`config.mk`:
```
export PLATFORM = sky130hd
export DESIGN_NAME = nibble_serial_sub16_flat
export DESIGN_NICKNAME = d
export VERILOG_FILES = /design/src/rtl/nibble_serial_sub16_if.sv /design/src/rtl/nibble_serial_sub16.sv /design/src/flat_wrapper.sv
export SDC_FILE = /design/constraint.sdc
export NUM_CORES = 1
export LEC_CHECK = 0
export BUFFER_PORTS_ARGS = -buffer_cell sky130_fd_sc_hd__buf_2
export CAP_MARGIN = 20
export CORE_MARGIN = 10
export CORE_UTILIZATION = 25
export DETAILED_ROUTE_END_ITERATION = 12
export PLACE_DENSITY = 0.4
export SYNTH_ARGS = -nofsm -noshare
export SYNTH_HDL_FRONTEND = slang
export SYNTH_SLANG_ARGS = --single-unit
```
`constraint.sdc`:
```
create_clock -name clk -period 10.2 [get_ports clk]
set_clock_uncertainty 0.2 [all_clocks]
set_input_delay 1.53 -clock clk [delete_from_list [all_inputs] [get_ports clk]]
set_output_delay 1.53 -clock clk [all_outputs]
set_load 0.01 [all_outputs]
```
`src/rtl/nibble_serial_sub16_if.sv`:
```
// Operand/result handshake bundle for the nibble-serial subtractor.
// The producer/consumer side uses the master modport, the subtractor uses slave.
`timescale 1ns/1ps

interface nibble_serial_sub16_if #(
  parameter int WIDTH = 16
);
  // operand side
  logic             in_valid;
  logic             in_ready;
  logic [WIDTH-1:0] a;
  logic [WIDTH-1:0] b;
  logic             bin;
  // result side
  logic             out_valid;
  logic             out_ready;
  logic [WIDTH-1:0] diff;
  logic             bout;
  logic             ovf;

  modport master (
    output in_valid, a, b, bin, out_ready,
    input  in_ready, out_valid, diff, bout, ovf
  );

  modport slave (
    input  in_valid, a, b, bin, out_ready,
    output in_ready, out_valid, diff, bout, ovf
  );
endinterface

```
`src/rtl/nibble_serial_sub16.sv`:
```
// Nibble-serial subtractor: diff = a - b - bin, one 4-bit slice per clock,
// LSB nibble first. The borrow only travels between nibbles through
// borrow_reg. Results are published into diff_reg/bout_reg/ovf_reg on HOLD
// entry and stay put until the next HOLD entry.
`timescale 1ns/1ps

module nibble_serial_sub16 #(
  parameter int WIDTH = 16
) (
  input  logic                clk,
  input  logic                rst_n,
  nibble_serial_sub16_if.slave bus
);
  localparam int NIB = WIDTH / 4;
  localparam int CW  = (NIB > 1) ? $clog2(NIB) : 1;
  // bits of partial result that must be remembered between nibbles
  localparam int SHW = (NIB > 1) ? WIDTH - 4 : 1;
  localparam logic [CW-1:0] LAST_NIB = CW'(NIB - 1);

  typedef enum logic [1:0] {
    IDLE = 2'd0,
    RUN  = 2'd1,
    HOLD = 2'd2
  } state_t;

  genvar gi;

  state_t           state_reg, state_next;
  logic [WIDTH-1:0] a_reg, a_next;
  logic [WIDTH-1:0] b_reg, b_next;
  logic             borrow_reg, borrow_next;
  logic [CW-1:0]    cnt_reg, cnt_next;
  logic [SHW-1:0]   sh_reg, sh_next;
  logic [WIDTH-1:0] diff_reg, diff_next;
  logic             bout_reg, bout_next;
  logic             ovf_reg, ovf_next;

  logic             in_ready_c;
  logic             out_valid_c;
  logic             accept;
  logic             last_nib;

  logic [3:0]       a_nib [NIB];
  logic [3:0]       b_nib [NIB];
  logic [3:0]       a_k;
  logic [3:0]       b_k;
  logic [3:0]       slice_d;
  logic [4:0]       br;
  logic [WIDTH-1:0] shift_in;
  logic [SHW-1:0]   shift_keep;

  // Nibble views of the latched operands; cnt_reg picks the active one.
  generate
    for (gi = 0; gi < NIB; gi++) begin : g_nib
      assign a_nib[gi] = a_reg[gi*4 +: 4];
      assign b_nib[gi] = b_reg[gi*4 +: 4];
    end
  endgenerate

  assign a_k = a_nib[cnt_reg];
  assign b_k = b_nib[cnt_reg];

  // The single reusable 4-bit borrow-ripple slice.
  assign br[0] = borrow_reg;
  generate
    for (gi = 0; gi < 4; gi++) begin : g_slice
      assign slice_d[gi] = a_k[gi] ^ b_k[gi] ^ br[gi];
      // borrow out when a_bit < b_bit + borrow_in
      assign br[gi+1]    = (~a_k[gi] & b_k[gi]) | (~(a_k[gi] ^ b_k[gi]) & br[gi]);
    end
  endgenerate

  // New nibble enters at the MSB end; after the last nibble shift_in is the
  // complete difference.
  generate
    if (NIB > 1) begin : g_shift
      assign shift_in   = {slice_d, sh_reg};
      assign shift_keep = shift_in[WIDTH-1:4];
    end else begin : g_noshift
      assign shift_in   = slice_d;
      assign shift_keep = sh_reg;
    end
  endgenerate

  assign last_nib = (cnt_reg == LAST_NIB);
  assign accept   = in_ready_c & bus.in_valid;

  // Next-state and handshake outputs; both handshakes decode from state only.
  always_comb begin
    state_next  = state_reg;
    in_ready_c  = 1'b0;
    out_valid_c = 1'b0;
    unique case (state_reg)
      IDLE: begin
        in_ready_c = 1'b1;
        if (bus.in_valid) begin
          state_next = RUN;
        end
      end
      RUN: begin
        if (last_nib) begin
          state_next = HOLD;
        end
      end
      HOLD: begin
        out_valid_c = 1'b1;
        if (bus.out_ready) begin
          state_next = IDLE;
        end
      end
      default: begin
        state_next = IDLE;
      end
    endcase
  end

  // Datapath next values: latch on accept, one nibble per RUN cycle,
  // publish the result on the last nibble.
  always_comb begin
    a_next      = a_reg;
    b_next      = b_reg;
    borrow_next = borrow_reg;
    cnt_next    = cnt_reg;
    sh_next     = sh_reg;
    diff_next   = diff_reg;
    bout_next   = bout_reg;
    ovf_next    = ovf_reg;
    if (accept) begin
      a_next      = bus.a;
      b_next      = bus.b;
      borrow_next = bus.bin;
      cnt_next    = '0;
    end else if (state_reg == RUN) begin
      borrow_next = br[4];
      sh_next     = shift_keep;
      cnt_next    = cnt_reg + 1'b1;
      if (last_nib) begin
        diff_next = shift_in;
        bout_next = br[4];
        // signed overflow: operand signs differ and result sign differs from a
        ovf_next  = (a_reg[WIDTH-1] != b_reg[WIDTH-1]) &&
                    (shift_in[WIDTH-1] != a_reg[WIDTH-1]);
      end
    end
  end

  // FSM state register; reset aborts any operation in flight.
  always_ff @(posedge clk or negedge rst_n) begin
    if (!rst_n) begin
      state_reg <= IDLE;
    end else begin
      state_reg <= state_next;
    end
  end

  // Datapath registers.
  always_ff @(posedge clk or negedge rst_n) begin
    if (!rst_n) begin
      a_reg      <= '0;
      b_reg      <= '0;
      borrow_reg <= 1'b0;
      cnt_reg    <= '0;
      sh_reg     <= '0;
      diff_reg   <= '0;
      bout_reg   <= 1'b0;
      ovf_reg    <= 1'b0;
    end else begin
      a_reg      <= a_next;
      b_reg      <= b_next;
      borrow_reg <= borrow_next;
      cnt_reg    <= cnt_next;
      sh_reg     <= sh_next;
      diff_reg   <= diff_next;
      bout_reg   <= bout_next;
      ovf_reg    <= ovf_next;
    end
  end

  assign bus.in_ready  = in_ready_c;
  assign bus.out_valid = out_valid_c;
  assign bus.diff      = diff_reg;
  assign bus.bout      = bout_reg;
  assign bus.ovf       = ovf_reg;

endmodule

```
`src/flat_wrapper.sv`:
```
// flat-port wrapper written by rule: the top's interface ports become plain ports
module nibble_serial_sub16_flat 
#(
  parameter int WIDTH = 16
)
  (clk, rst_n, bus_in_valid, bus_a, bus_b, bus_bin, bus_out_ready, bus_in_ready, bus_out_valid, bus_diff, bus_bout, bus_ovf);
  nibble_serial_sub16_if #(.WIDTH(WIDTH)) bus_i ();
  input  logic clk;
  input  logic rst_n;
  input wire logic [$bits(bus_i.in_valid)-1:0] bus_in_valid;
  input wire logic [$bits(bus_i.a)-1:0] bus_a;
  input wire logic [$bits(bus_i.b)-1:0] bus_b;
  input wire logic [$bits(bus_i.bin)-1:0] bus_bin;
  input wire logic [$bits(bus_i.out_ready)-1:0] bus_out_ready;
  output wire logic [$bits(bus_i.in_ready)-1:0] bus_in_ready;
  output wire logic [$bits(bus_i.out_valid)-1:0] bus_out_valid;
  output wire logic [$bits(bus_i.diff)-1:0] bus_diff;
  output wire logic [$bits(bus_i.bout)-1:0] bus_bout;
  output wire logic [$bits(bus_i.ovf)-1:0] bus_ovf;
  assign bus_i.in_valid = bus_in_valid;
  assign bus_i.a = bus_a;
  assign bus_i.b = bus_b;
  assign bus_i.bin = bus_bin;
  assign bus_i.out_ready = bus_out_ready;
  assign bus_in_ready = bus_i.in_ready;
  assign bus_out_valid = bus_i.out_valid;
  assign bus_diff = bus_i.diff;
  assign bus_bout = bus_i.bout;
  assign bus_ovf = bus_i.ovf;
  nibble_serial_sub16 #(.WIDTH(WIDTH)) u_core (.clk(clk), .rst_n(rst_n), .bus(bus_i));
endmodule
```
Word level (Yosys, flattened, before mapping). Cells that the tools add are included.

Add/subtract/negate cells: 1. Order comparisons: 1. Equality and inequality tests: 8. Mux-type cells: 16. Bitwise gates (word level): 31. Reductions and logical operators: 6.

Operators with widths (number): $bmux 4 s2 (2); $mux 4 (4); $mux 2 (5); $and 1x1->1 (9); $not 1->1 (9); $xor 1x1->1 (8); $pmux 2 s3 (1); $reduce_and 3->1 (2); $eq 2x2->1 const B (2); $mux 1 (4); $ne 2x2->1 const B (2); $or 1x1->1 (4); $ge 3x3->1 const B (1); $not 2->3 (1); $add 2x1->2 const B (1); $eq 2x1->1 const B (1); $logic_not 2->1 (1); $ne 1x1->1 (2); $ne 2x1->1 const B (1); $reduce_and 2->1 (1); $reduce_bool 2->1 (1); $logic_and 1x1->1 (1).

Register bits after elaboration: 67.

Longest topological paths before layout.
Word-level depth: 16. Gate-level depth with buffers: 12.

Least setup slack after synthesis. OpenSTA, ideal clock, no wires.

Kind: flip-flop to flip-flop. Start point: reg u_core.cnt_reg[0]. End point: reg u_core.ovf_reg (netlist: u_core.bus.ovf). Setup time: 0.128 ns. Arrival time: 2.933 ns. Path slack: 6.939 ns. Stages on the path, launching flop included: 13. Buffers on the path: 1. Period minus slack after synthesis: 3.261 ns. Path through: dfrtp_1 > buf_2 > mux4_2 > inv_1 > fa_1 > inv_1 > fa_1 > fa_1 > inv_1 > fa_1 > and3b_1 > a21oi_1 > o21ai_0.

Cells in the longest elaborated chain, start to end: 15. Elaborated cells on any way between the ends: 31. Classes of those cells: 2 x eq/ne; 6 x mux; 21 x bitwise; 2 x reduce/logical.

Ends and longest elaborated chain: start: declaration (line nibble_serial_sub16.sv:32) `logic [CW-1:0] cnt_reg, cnt_next;`; start signal: assignment (line nibble_serial_sub16.sv:171) `cnt_reg <= cnt_next;`; $not 2->3 (implied by the code) (*) (line nibble_serial_sub16.sv:60, nibble_serial_sub16.sv:61); $bmux 4 s2, on equally long branches (line nibble_serial_sub16.sv:60, nibble_serial_sub16.sv:61); $mux 4, on equally long branches (2 in series) (line nibble_serial_sub16.sv:60, nibble_serial_sub16.sv:61); $xor 1x1->1 (line nibble_serial_sub16.sv:69) `assign br[gi+1] = (~a_k[gi] & b_k[gi]) | (~(a_k[gi] ^ b_k[gi]) & br[gi]);`; $not 1->1 (line nibble_serial_sub16.sv:69); $and 1x1->1 (line nibble_serial_sub16.sv:69); $or 1x1->1 (line nibble_serial_sub16.sv:69); $and 1x1->1 (line nibble_serial_sub16.sv:69); $or 1x1->1 (line nibble_serial_sub16.sv:69); $and 1x1->1 (line nibble_serial_sub16.sv:69); $or 1x1->1 (line nibble_serial_sub16.sv:69); $xor 1x1->1 (*) (line nibble_serial_sub16.sv:67) `assign slice_d[gi] = a_k[gi] ^ b_k[gi] ^ br[gi];`; named net u_core.shift_in[15] (line nibble_serial_sub16.sv:49) `logic [WIDTH-1:0] shift_in;`; $ne 1x1->1 (*) (line nibble_serial_sub16.sv:142) `(shift_in[WIDTH-1] != a_reg[WIDTH-1]);`; $logic_and 1x1->1 (*) (line nibble_serial_sub16.sv:141) `ovf_next = (a_reg[WIDTH-1] != b_reg[WIDTH-1]) &&`; end signal: assignment (line nibble_serial_sub16.sv:175) `ovf_reg <= ovf_next;`; end: declaration (line nibble_serial_sub16.sv:36) `logic ovf_reg, ovf_next;`.

Mark *: on every way through the listed nets, which the timed path passes. The rest lies on a longest branch. The select of a mux whose other input is x is not followed. A chain may end at the register's enable or synchronous reset.

Final worst setup path. Same ends and word-level chain as after synthesis.

==> impl_metrics.py <==
metrics = {
    "timing": {
        "final_hold_viol_count": 0,
        "slew_violations": 0,
        "rsz0062_at_grt": "no",
        "finalWorstSetupSlack_ps": 6630,
        "fmax_mhz": 280,
        "post-route-period-util_pct": 35.0,
        "timing.final.crit_period_ps": 3570,
        "worst_hold_slack_ps": 279,
        "setup_viol": 0,
        "relSlewSlack_pct": 39.1,
        "tightest_slew_ps": 913,
        "fin_setup_tns_ps": 0,
    },
    "critical_path": {
        "crit_family": "adder cells",
        "worstSetupPathType": "flip-flop to flip-flop",
        "crit_chain": "mux4_2 > inv_1 > fa_1 > inv_1 > fa_1 > fa_1 > inv_1 > fa_1 > and3b_1 > a21oi_1 > o21ai_0",
        "critPathRequiredTime_ps": 10210,
        "crit_start": "u_core.cnt_reg[0]",
        "cp-start-kind": "flip-flop",
        "crit_path_end_kind": "flip-flop",
        "reg2reg_slack_ps": 6630,
        "cp_num_buf_inv": 3,
        "cpPeakStageDelay_ps": 710,
        "r2r-end": "u_core.bus.ovf",
        "cp_common_cell": "fa_1",
        "cp_max_fo": 11,
        "r2r-start": "u_core.cnt_reg[0]",
        "reg2reg_depth": 11,
        "cp_slowest_cell": "dfrtp_1",
        "critPathArrivalTime_ps": 3580,
    },
    "cells_and_area": {
        "multi_input_area_um2": 1060,
        "drive_gt1_share_pct": 45.4,
        "antenna_cells": 0,
        "final_cells": 389,
        "finalInstanceArea_um2": 3550,
        "regArea_um2": 1680,
        "fillers": 1129,
        "area_delta_synth_final_pct": 25.2,
        "nets": 286,
    },
    "hold_path": {
        "worstHoldEndpoint": "u_core.b_reg[12]",
        "hp-start": "u_core.b_reg[12]",
        "min_path_type": "flip-flop to flip-flop",
        "hold_depth": 1,
    },
    "power": {
        "clkPwrFrac_pct": 23.6,
        "p_sw_share_pct": 32.7,
        "p_int_mw": 0.873,
        "leakagePower_nw": 1.62,
        "power.switching_mw": 0.424,
        "max-vdd-ir-drop_mv": 0.113,
        "powerDensity_nw_per_um2": 365,
        "seq_power_share_pct": 38.2,
        "combPwrFrac_pct": 38.2,
    },
    "drt": {
        "antenna_left": 0,
        "dr.pass1.iters": 4,
        "vias": 1630,
        "wl_per_cell_um": 15.7,
        "drtIter0Drc": 76,
        "drc_errors": 0,
        "wl_mm": 6.12,
        "viasPerCell": 4.19,
    },
    "global_route": {
        "grt_pass1_wl_mm": 10.3,
        "antenna_found_initial": 0,
        "grt_overflow": 0,
        "first_global_vias": 1834,
        "grt_max_degree": 68,
        "track_usage_pct": 8.21,
    },
    "synth": {
        "synth_most_common_cell": "dfrtp_1",
        "synth_edf_count": 0,
        "yosysTopAreaCell": "dfrtp_1",
        "ys_top_cells_by_area": "dfrtp_1 59%, mux2_2 12%, mux2_1 10%",
        "syn_nets": 226,
        "syn_area_per_cell_um2": 15.4,
        "async_flop_share_pct": 100,
        "synthDistinctLibCells": 22,
        "yosysWarnings": 0,
        "synth_top_area_share_pct": 59.1,
        "synth-seq-cells": 67,
        "synth_area_um2": 2840,
        "yosys-top-cells-count": "67 x dfrtp_1, 30 x mux2_2, 26 x mux2_1, 9 x inv_1",
        "synthCells": 184,
        "seq_area_frac_synth_pct": 59.1,
        "synth_ff_type": "dfrtp_1",
    },
    "clocking": {
        "clock_latency_ps": 330,
        "post_cts_buffers": 0,
        "cts_buffer_depth": 2,
        "cts_tree": "built",
        "htreeDepth": 3,
        "cts.sinks": 67,
        "cts_root_buf": "clkbuf_16",
        "cts_hold_buf": 0,
        "cts_buffers": 9,
        "post_cts_resized": 0,
        "path_clk_slew_ps": 50,
    },
    "placement": {
        "dp_worst_setup_slack_ps": 6540,
        "gp_congestion": 0.695,
        "portBuffers": 56,
        "dpl.cell_count": 372,
        "place_area_um2": 3240,
        "post-dp-hpwl_mm": 4.24,
    },
    "floorplan": {
        "die_w_um": 127,
        "start_util_pct": 25.8,
        "die_area_um2": 16000,
        "coreArea_um2": 11000,
        "die_h_um": 127,
        "rows": 38,
        "pin_count": 57,
    },
    "run": {
        "drv_cap": 0,
    },
    "status": {
        "status": "completed",
    },
}
[final cells by class]
type / instances / area share [%]
Sequential cell: 67 / 47.2
Multi-Input combinational cell: 98 / 30.0
Timing Repair Buffer: 59 / 8.63
Clock buffer: 11 / 6.84
Tap cell: 140 / 4.93
Clock inverter: 5 / 1.48
Inverter: 9 / 0.951
[worst max path at each step]
stage	slack, ps	cells past startpoint	end
CTS	6500	11	u_core.bus.ovf
detailed placement	6540	11	u_core.bus.ovf
global route	6380	11	u_core.bus.ovf
floorplan	6940	12	u_core.bus.ovf
finish	6630	11	u_core.bus.ovf
global placement	6620	11	u_core.bus.ovf
[stage by stage]
step / total power, mW / utilization (%)
floorplan: 0.851 / -
global placement: 1.00 / 29.5
detailed placement: 1.02 / 29.5
CTS: 1.33 / 32.2
global route: 1.41 / 32.3
finish: 1.30 / 32.3
[power groups by stage]
stage,logic (mW),registers (mW),clock network (mW)
floorplan,0.377,0.474,0
global placement,0.499,0.506,0
detailed placement,0.511,0.504,0
CTS,0.512,0.501,0.317
global route,0.561,0.520,0.328
finish,0.496,0.496,0.306
[cell usage in the layout (no fill, tap or decap), drive strengths merged]
cell type	count
o21ai	8
nand3b	3
nand2b	2
clkinvlp	1
a21oi	1
inv	9
dfrtp	67
nand2	8
o21bai	1
buf	59
and3b	1
o22ai	1
clkbuf	11
o211ai	1
mux4	8
clkinv	3
mux2	56
nor2	2
fa	4
bufinv	1
ha	1
nor3b	1
[metal layers]
layer / track usage (%) / part of all wire (%) / up-vias
li1: - / - / 766
met1: 10.7 / 49 / 807
met2: 11.3 / 43 / 46
met3: 3.58 / 6.5 / 11
met4: 3.82 / 2.0 / 0
met5: 0 / 0 / -
[logic make-up (layout without fill, tap and decap cells)]
group                    Yosys count  after routing  synth area share, %
flip-flops                        67             67                 59.1
AO/OA/AOI/OAI                     12             12                 2.34
adder cells (fa/ha/maj)            5              5                 3.26
multiplexers                      64             64                 28.6
AND/OR/NAND/NOR                   17             17                 3.13
buffers and inverters             19             84                 3.57
[worst reg2reg max path: stages, from the launching register on]
cell	delay (ps)
dfrtp_1	710
mux4_2	580
inv_1	80
fa_1	160
inv_1	50
fa_1	370
fa_1	380
inv_1	80
fa_1	460
and3b_1	200
a21oi_1	100
o21ai_0	80
No activity file was read; power rests on OpenSTA's default activity.
